File: config.mk
export PLATFORM = sky130hd
export DESIGN_NAME = pdp8_mem_arbiter
export DESIGN_NICKNAME = d
export VERILOG_FILES = /design/src/rtl/pdp8_mem_arbiter.sv
export SDC_FILE = /design/constraint.sdc
export NUM_CORES = 1
export LEC_CHECK = 0
export CAP_MARGIN = 20
export CORE_UTILIZATION = 42
export CTS_CLUSTER_SIZE = 16
export DETAILED_ROUTE_END_ITERATION = 8
export PLACE_DENSITY = 0.84
export SLEW_MARGIN = 20
export SYNTH_ARGS = -nofsm -noshare
export SYNTH_HDL_FRONTEND = slang
export SYNTH_SLANG_ARGS = --single-unit
File: constraint.sdc
create_clock -name clk -period 1.8 [get_ports clk]
set_input_delay 0.27 -clock clk [delete_from_list [all_inputs] [get_ports clk]]
set_output_delay 0.27 -clock clk [all_outputs]
set_load 0.02 [all_outputs]
File: src/rtl/pdp8_mem_arbiter.sv
// -----------------------------------------------------------------------------
// pdp8_mem_arbiter
//
// Arbitrates the IFD fetch port and the execution unit's read and write ports
// onto one single-ported synchronous 4096 x 12 main memory. Only one access is
// in flight at a time: requests are sampled in IDLE, the winner owns the memory
// port through ACCESS (and DATA for reads), and gets a one-cycle valid/done in
// RESP.
//
// Priority: exec write > exec read > IFD fetch. An IFD fetch that has lost
// STARVE_LIMIT consecutive IDLE arbitrations wins outright on the next one.
//
// Ports:
//   clk, reset_n                     clock (rising edge), async active-low reset
//   ifu_rd_req/addr -> data/valid    IFD fetch port
//   exec_rd_req/addr -> data/valid   exec read port
//   exec_wr_req/addr/data -> done    exec write port
//   mem_en/we/addr/wdata, mem_rdata  registered memory port; read data is valid
//                                    the cycle after mem_en && !mem_we
//
// Optional build macro PDP8_MEM_ARB_STATS_EN adds saturating 16-bit counters
// ifu_grant_cnt, exec_grant_cnt and conflict_cnt as extra outputs.
// -----------------------------------------------------------------------------
module pdp8_mem_arbiter #(
   parameter int ADDR_WIDTH   = 12,
   parameter int DATA_WIDTH   = 12,
   parameter int STARVE_LIMIT = 4
) (
   input  logic                  clk,
   input  logic                  reset_n,
   input  logic                  ifu_rd_req,
   input  logic [ADDR_WIDTH-1:0] ifu_rd_addr,
   output logic [DATA_WIDTH-1:0] ifu_rd_data,
   output logic                  ifu_rd_valid,
   input  logic                  exec_rd_req,
   input  logic [ADDR_WIDTH-1:0] exec_rd_addr,
   output logic [DATA_WIDTH-1:0] exec_rd_data,
   output logic                  exec_rd_valid,
   input  logic                  exec_wr_req,
   input  logic [ADDR_WIDTH-1:0] exec_wr_addr,
   input  logic [DATA_WIDTH-1:0] exec_wr_data,
   output logic                  exec_wr_done,
   output logic                  mem_en,
   output logic                  mem_we,
   output logic [ADDR_WIDTH-1:0] mem_addr,
   output logic [DATA_WIDTH-1:0] mem_wdata,
   input  logic [DATA_WIDTH-1:0] mem_rdata
`ifdef PDP8_MEM_ARB_STATS_EN
   ,
   output logic [15:0]           ifu_grant_cnt,
   output logic [15:0]           exec_grant_cnt,
   output logic [15:0]           conflict_cnt
`endif
);

   // Starvation counter wide enough to hold STARVE_LIMIT itself (it saturates there)
   localparam int SW = $clog2(STARVE_LIMIT + 1);
   localparam logic [SW-1:0] STARVE_MAX = SW'(STARVE_LIMIT);

   typedef enum logic [1:0] {
      ST_IDLE   = 2'd0,
      ST_ACCESS = 2'd1,
      ST_DATA   = 2'd2,
      ST_RESP   = 2'd3
   } state_t;

   typedef enum logic [1:0] {
      OWN_NONE    = 2'd0,
      OWN_IFU     = 2'd1,
      OWN_EXEC_RD = 2'd2,
      OWN_EXEC_WR = 2'd3
   } owner_t;

   state_t                state_r;
   state_t                state_s;
   owner_t                owner_r;
   owner_t                grant_s;
   logic [SW-1:0]         starve_cnt_r;
   logic [SW-1:0]         starve_cnt_s;
   logic [ADDR_WIDTH-1:0] grant_addr_s;
   logic                  ifu_starving_s;

   // Next state, IDLE arbitration and starvation-counter update
   always_comb begin
      state_s        = state_r;
      grant_s        = OWN_NONE;
      grant_addr_s   = ifu_rd_addr;
      starve_cnt_s   = starve_cnt_r;
      ifu_starving_s = ifu_rd_req && (starve_cnt_r >= STARVE_MAX);
      case (state_r)
         ST_IDLE: begin
            if (ifu_starving_s) begin
               grant_s      = OWN_IFU;
               grant_addr_s = ifu_rd_addr;
            end else if (exec_wr_req) begin
               grant_s      = OWN_EXEC_WR;
               grant_addr_s = exec_wr_addr;
            end else if (exec_rd_req) begin
               grant_s      = OWN_EXEC_RD;
               grant_addr_s = exec_rd_addr;
            end else if (ifu_rd_req) begin
               grant_s      = OWN_IFU;
               grant_addr_s = ifu_rd_addr;
            end else begin
               grant_s      = OWN_NONE;
            end

            if (grant_s != OWN_NONE) begin
               state_s = ST_ACCESS;
            end else begin
               state_s = ST_IDLE;
            end

            // Counts only consecutive losses of a pending fetch
            if (!ifu_rd_req || (grant_s == OWN_IFU)) begin
               starve_cnt_s = {SW{1'b0}};
            end else if (starve_cnt_r < STARVE_MAX) begin
               starve_cnt_s = starve_cnt_r + SW'(1'b1);
            end else begin
               starve_cnt_s = starve_cnt_r;
            end
         end
         ST_ACCESS: begin
            if (owner_r == OWN_EXEC_WR) begin
               state_s = ST_RESP;
            end else begin
               state_s = ST_DATA;
            end
         end
         ST_DATA: begin
            state_s = ST_RESP;
         end
         ST_RESP: begin
            state_s = ST_IDLE;
         end
         default: begin
            state_s = ST_IDLE;
         end
      endcase
   end

   // State, grant owner and starvation counter registers
   always_ff @(posedge clk or negedge reset_n) begin
      if (!reset_n) begin
         state_r      <= ST_IDLE;
         owner_r      <= OWN_NONE;
         starve_cnt_r <= {SW{1'b0}};
      end else begin
         state_r      <= state_s;
         starve_cnt_r <= starve_cnt_s;
         if ((state_r == ST_IDLE) && (grant_s != OWN_NONE)) begin
            owner_r <= grant_s;
         end else begin
            owner_r <= owner_r;
         end
      end
   end

   // Registered memory port, read-data capture and completion pulses
   always_ff @(posedge clk or negedge reset_n) begin
      if (!reset_n) begin
         mem_en        <= 1'b0;
         mem_we        <= 1'b0;
         mem_addr      <= {ADDR_WIDTH{1'b0}};
         mem_wdata     <= {DATA_WIDTH{1'b0}};
         ifu_rd_data   <= {DATA_WIDTH{1'b0}};
         ifu_rd_valid  <= 1'b0;
         exec_rd_data  <= {DATA_WIDTH{1'b0}};
         exec_rd_valid <= 1'b0;
         exec_wr_done  <= 1'b0;
      end else begin
         // Completion strobes are single-cycle unless set below
         ifu_rd_valid  <= 1'b0;
         exec_rd_valid <= 1'b0;
         exec_wr_done  <= 1'b0;
         case (state_r)
            ST_IDLE: begin
               if (grant_s != OWN_NONE) begin
                  mem_en   <= 1'b1;
                  mem_we   <= (grant_s == OWN_EXEC_WR);
                  mem_addr <= grant_addr_s;
                  if (grant_s == OWN_EXEC_WR) begin
                     mem_wdata <= exec_wr_data;
                  end
               end
            end
            ST_ACCESS: begin
               // The memory commits the write on this edge, so done can follow now
               mem_en <= 1'b0;
               mem_we <= 1'b0;
               if (owner_r == OWN_EXEC_WR) begin
                  exec_wr_done <= 1'b1;
               end
            end
            ST_DATA: begin
               case (owner_r)
                  OWN_IFU: begin
                     ifu_rd_data  <= mem_rdata;
                     ifu_rd_valid <= 1'b1;
                  end
                  OWN_EXEC_RD: begin
                     exec_rd_data  <= mem_rdata;
                     exec_rd_valid <= 1'b1;
                  end
                  default: begin
                     ifu_rd_valid  <= 1'b0;
                     exec_rd_valid <= 1'b0;
                  end
               endcase
            end
            ST_RESP: begin
               mem_en <= 1'b0;
            end
            default: begin
               mem_en <= 1'b0;
               mem_we <= 1'b0;
            end
         endcase
      end
   end

`ifdef PDP8_MEM_ARB_STATS_EN
   logic [1:0] req_cnt_s;

   function automatic logic [15:0] sat_inc16(input logic [15:0] v);
      return (v == 16'hFFFF) ? v : (v + 16'd1);
   endfunction

   assign req_cnt_s = {1'b0, ifu_rd_req} + {1'b0, exec_rd_req} + {1'b0, exec_wr_req};

   // Saturating grant and contention statistics, updated on IDLE grant edges
   always_ff @(posedge clk or negedge reset_n) begin
      if (!reset_n) begin
         ifu_grant_cnt  <= 16'd0;
         exec_grant_cnt <= 16'd0;
         conflict_cnt   <= 16'd0;
      end else if ((state_r == ST_IDLE) && (grant_s != OWN_NONE)) begin
         if (grant_s == OWN_IFU) begin
            ifu_grant_cnt <= sat_inc16(ifu_grant_cnt);
         end else begin
            exec_grant_cnt <= sat_inc16(exec_grant_cnt);
         end
         if (req_cnt_s >= 2'd2) begin
            conflict_cnt <= sat_inc16(conflict_cnt);
         end
      end
   end
`endif

endmodule

== Word level (Yosys, flattened, before mapping) ==
Cells that the tools add are included.

* Equality and inequality tests: 9
* Mux-type cells: 24
* Reduce and logical (&&, ||, !) cells: 18
* $lt $le $gt $ge: 2
* Add/sub/neg operators: 1

{| class="wikitable"
|+ Operator list
! operator !! count
|-
| two-way mux 12 bit || 3
|-
| AND reduction 2 bit || 6
|-
| two-way mux 1 bit || 11
|-
| equality test 2 bit (second input constant) || 5
|-
| two-way mux 2 bit || 5
|-
| nonzero test 2 bit || 5
|-
| one-hot mux 2 bit (4 select lines) || 1
|-
| equality test 2 x 1 -> 1 bit (second input constant) || 3
|-
| two-way mux 3 bit || 2
|-
| one-hot mux 1 bit (2 select lines) || 2
|-
| adder 3 x 1 -> 3 bit (second input constant) || 1
|-
| greater-or-equal comparator 3 bit (second input constant) || 1
|-
| < comparator 3 bit (second input constant) || 1
|-
| AND reduction 3 bit || 1
|-
| logical AND 1 bit || 2
|-
| zero test 2 bit || 1
|-
| != test 2 x 1 -> 1 bit (second input constant) || 1
|-
| OR reduction 2 bit || 1
|-
| zero test 1 bit || 1
|-
| logical OR 1 bit || 1
|}

* Input bits: 65
* Logic and storage cells: 66
* Register bits: 60
* Output and inout port bits: 53

== Depth between registers and ports, before layout ==
* Depth after elaboration: 9
* Gate-level depth with buffers: 6

== Worst setup path before layout ==
Ideal clock, no wire load.

* Kind: register to register
* Start: register state_r[0]
* End: register mem_wdata[10]
* Data required time: 1.675 ns
* Library setup time: 0.125 ns
* Setup slack: 0.219 ns
* Arrival time: 1.456 ns
* Buffers on the path: 1
* Stages on the path, launching flop included: 7
* Cells stage by stage: dfrtp_1 inv_1 ha_1 nand2_1 nor2_4 buf_4 mux2_2

* Cells in the longest elaborated chain, start to end: 4
* Elaborated cells between the ends (all ways): 5

{| class="wikitable"
|+ Ends and longest elaborated chain
! item !! RTL line !! RTL
|-
| start, declared || 74 || <nowiki>state_t state_r;</nowiki>
|-
| start signal, assigned || 149 || <nowiki>state_r <= state_s;</nowiki>
|-
| zero test 2 bit (*) || 90, 176 ||
|-
| two-way mux 2 bit || 90 || <nowiki>case (state_r)</nowiki>
|-
| equality test 2 bit / nonzero test 2 bit (equally long branches) || 182, 178 ||
|-
| AND reduction 3 bit (no source line) (*) || n/a ||
|-
| end signal, assigned || 165 || <nowiki>mem_wdata <= {DATA_WIDTH{1'b0}};</nowiki>
|-
| end signal, assigned || 183 || <nowiki>mem_wdata <= exec_wr_data;</nowiki>
|-
| end, declared || 46 || <nowiki>output logic [DATA_WIDTH-1:0] mem_wdata,</nowiki>
|}

Every way passes the cells marked *; elsewhere a longest branch is shown, timed or not.
A chain may end at the register's enable or synchronous reset.

== Worst setup path in the final report ==
* Start: register ifu_rd_data[5]
* End: output ifu_rd_data[5]

{| class="wikitable"
|+ RTL lines
! item !! RTL line !! RTL
|-
| start, declared || 33 || <nowiki>output logic [DATA_WIDTH-1:0] ifu_rd_data,</nowiki>
|-
| start signal, assigned || 166 || <nowiki>ifu_rd_data <= {DATA_WIDTH{1'b0}};</nowiki>
|-
| start signal, assigned || 198 || <nowiki>ifu_rd_data <= mem_rdata;</nowiki>
|}

No word-level cell between the ends.

==> results.md <==
- Endpoint, Worst Hold: mem_addr[2]
- Die width: 82.37 um
- Crit-path cells: clkdlybuf4s50_1
- Sum of buffers and inverters on the critical path: 1
- Die Height: 82.37 um
- Post-CTS sizing: 0
- Antenna Nets Post-Route: 0
- P per Cell Area: 1697 mW/mm2
- Reg-to-reg startpoint: state_r[0]
- Final Slew Violations: 0
- Delay-heaviest family, CP: buffers and inverters
- Reg-to-reg slack, setup: 0.22 ns
- Area of the multi-input gates: 0.001105 mm2
- DR WL met2: 3576 um
- Worst Setup End Kind: output pin
- Max-cap violations: 0
- PortBufs: 117
- Routed WL: 6762 um
- Post-Syn Area: 0.002713 mm2
- HP Start: mem_addr[2]
- R2R depth: 6
- Outcome: completed
- Placer's final routability congestion estimate: 0.8414
- Yosys warns: 0
- Root buffer cell: clkbuf_8
- Register area: 0.001501 mm2
- CP arrival: 1.33 ns
- CP Launch Type: register
- Worst Path Required: 1.53 ns
- Main area contributors after synthesis: dfrtp_1, mux2_2, or3b_1
- Share of post-route cells with drive strength above 1: 0.2011
- Worst Path Max Fanout: 2
- Clock Latency Late Sink: 0.34 ns
- Final net count: 429
- Initial antenna violation count: 0
- Inserted Diodes: 0
- Setup Skew: 0.01162 ns
- # DRC: 0
- FF-to-FF End: mem_addr[3]
- Slew headroom: 0.5315
- Worst-path clk slew: 0.08 ns
- Setup TNS Final: 0 ns
- IO Count: 118
- Hold Path Class: register to register
- DR vias: 2232
- Met3 wire len: 408 um
- WHS Path Cells: 2
- Router iterations before antenna repair: 4
- Final Cycle Share: 0.8916
- Mapped Avg Cell Area: 11.95 um2
- CP max stage delay: 0.63 ns
- Most area-hungry cell type in the Yosys netlist: dfrtp_1
- Post-CTS Setup Inserts: 0
- Filler cells: 451
- H-Tree Depth: 3
- Vias in the first global route: 2257
- TritonCTS Buffers: 9
- DR vias/cell: 5.096
- P_leak: 1.834 nW
- Initial core utilization: 0.4476
- CTS tree: done
- P&R area growth vs syn: 58.16%
- First-pass GRT wire length: 10580 um
- Fin. Hold Viols: 0
- Cells after Synth: 227
- Worst Tran Pin Value: 0.7027 ns
- CTS max path bufs: 2
- Post-synthesis net count: 298
- Final Total Pwr: 7.282 mW
- Sink Count: 60
- Area share of the largest cell type after synthesis: 0.5535
- Row cnt: 28
- Remaining Overflow, GRT: 0
- Final min period: 1.605 ns
- Most frequent cells in the layout: clkdlybuf4s50_1, dfrtp_1, mux2_2
- Routed WL per cell: 15.44 um
- Most common cell after layout, fill and taps aside: clkdlybuf4s50_1
- Critical setup path kind: register to output pin
- Synth cell types: 30
- Pin count of the biggest net entering global routing: 30
- Seq cells post-synth: 60
- Sequential fraction of the synthesis area: 0.5535
- RSZ-0062 raised after global routing: no
- Total GRT Usage: 0.2147
- Die area: 0.006784 mm2
- Max Clock Freq: 623.1 MHz
- Initial DRC Count: 85
- Core region area: 0.006061 mm2
- Critical-path top delay cell: clkdlybuf4s50_1
- Final setup violation count: 0
- DR top layer: met4
- Worst vdd ir: 1.075 mV
- M1 WL: 2610 um
- Detailed placer's ending HPWL: 5012 um
report_power, final:
part / leakage [nW] / internal, mW / switching (mW)
sequential: 0.719 / 2.01 / 0.355
clock: 0.112 / 0.857 / 0.541
combinational: 1.00 / 1.86 / 1.66
total: 1.83 / 4.73 / 2.56
per-layer routing:
layer  up-vias  global-route usage
met5         -                   0
met4         0              0.1211
met3        18             0.05495
met2        66              0.3719
met1      1093              0.2389
li1       1055                   -
cells in the mapped netlist:
cell type / n
a21boi_0: 1
a21oi_1: 14
a2bb2oi_2: 1
a31oi_1: 1
a32o_1: 1
and2_1: 1
and3_1: 1
buf_2: 10
buf_4: 2
clkbuf_1: 2
dfrtp_1: 60
ha_1: 6
inv_1: 9
mux2_2: 36
nand2_1: 15
nand2b_1: 12
nand3_1: 2
nand3b_1: 2
nand4_1: 2
nor2_1: 12
nor2_4: 1
nor2b_1: 1
nor3_1: 2
o21ai_0: 2
o22a_1: 2
o22ai_1: 2
o31ai_1: 13
o31ai_2: 1
or2_2: 1
or3b_1: 12
sequential cells by signal, indices dropped and copies added (netlist names), 2 cells and up:
name          flops
mem_wdata        12
mem_addr         12
exec_rd_data     12
state_r           2
starve_cnt_r      3
owner_r           2
ifu_rd_data      12
timing repair:
item                       4_1_cts  5_1_grt
hold buffers                     1        0
setup endpoints to repair        0        0
hold endpoints to repair        25        0
how the worst max path moves through the flow:
| stage | end | start | depth (start not counted) | slack [ns] |
|---|---|---|---|---|
| finish | ifu_rd_data[5] | ifu_rd_data[5] | 1 | 0.20 |
| global route | mem_addr[3] | state_r[0] | 6 | 0.11 |
| CTS | ifu_rd_data[4] | ifu_rd_data[4] | 1 | 0.19 |
| detailed placement | mem_addr[3] | exec_wr_req | 6 | 0.04 |
| global placement | mem_wdata[11] | ifu_rd_req | 5 | 0.13 |
| floorplan | mem_wdata[10] | state_r[0] | 6 | 0.22 |
cell type report:
class	count	area share
multi-input combinational	144	0.2575
clock buffer	11	0.03529
tap	75	0.02187
clock inverter	5	0.01954
timing repair buffer	134	0.3080
inverter	9	0.007874
sequential	60	0.3500
tightest hold or removal path: cells and delay by family, from the launching register on:
family          cells  cell delay [ns]
flops               1             0.35
simple gates        1             0.05
compound gates      1             0.05
stage by stage:
stage,util,setup slack (ns),cell area (um2),hold WS (ns),cells
floorplan,-,0.2193,2713,-0.02559,227
global placement,0.6674,0.1312,4045,0.3478,421
detailed placement,0.6674,0.04455,4045,0.3595,421
CTS,0.7079,0.1868,4290,0.4813,438
global route,0.7079,0.1112,4290,0.5157,438
finish,0.7079,0.1952,4290,0.4804,438
logic make-up (layout without fill, tap and decap cells):
kind of cell,Yosys count,after routing,synth area share
adders and majority gates,6,6,0.02767
AOI/OAI and AO/OA,38,38,0.09548
buffers and inverters,23,159,0.03921
muxes,36,36,0.1494
DFF,60,60,0.5535
and+or+nand+nor,64,64,0.1347
Power figures use the tool's default switching activity.
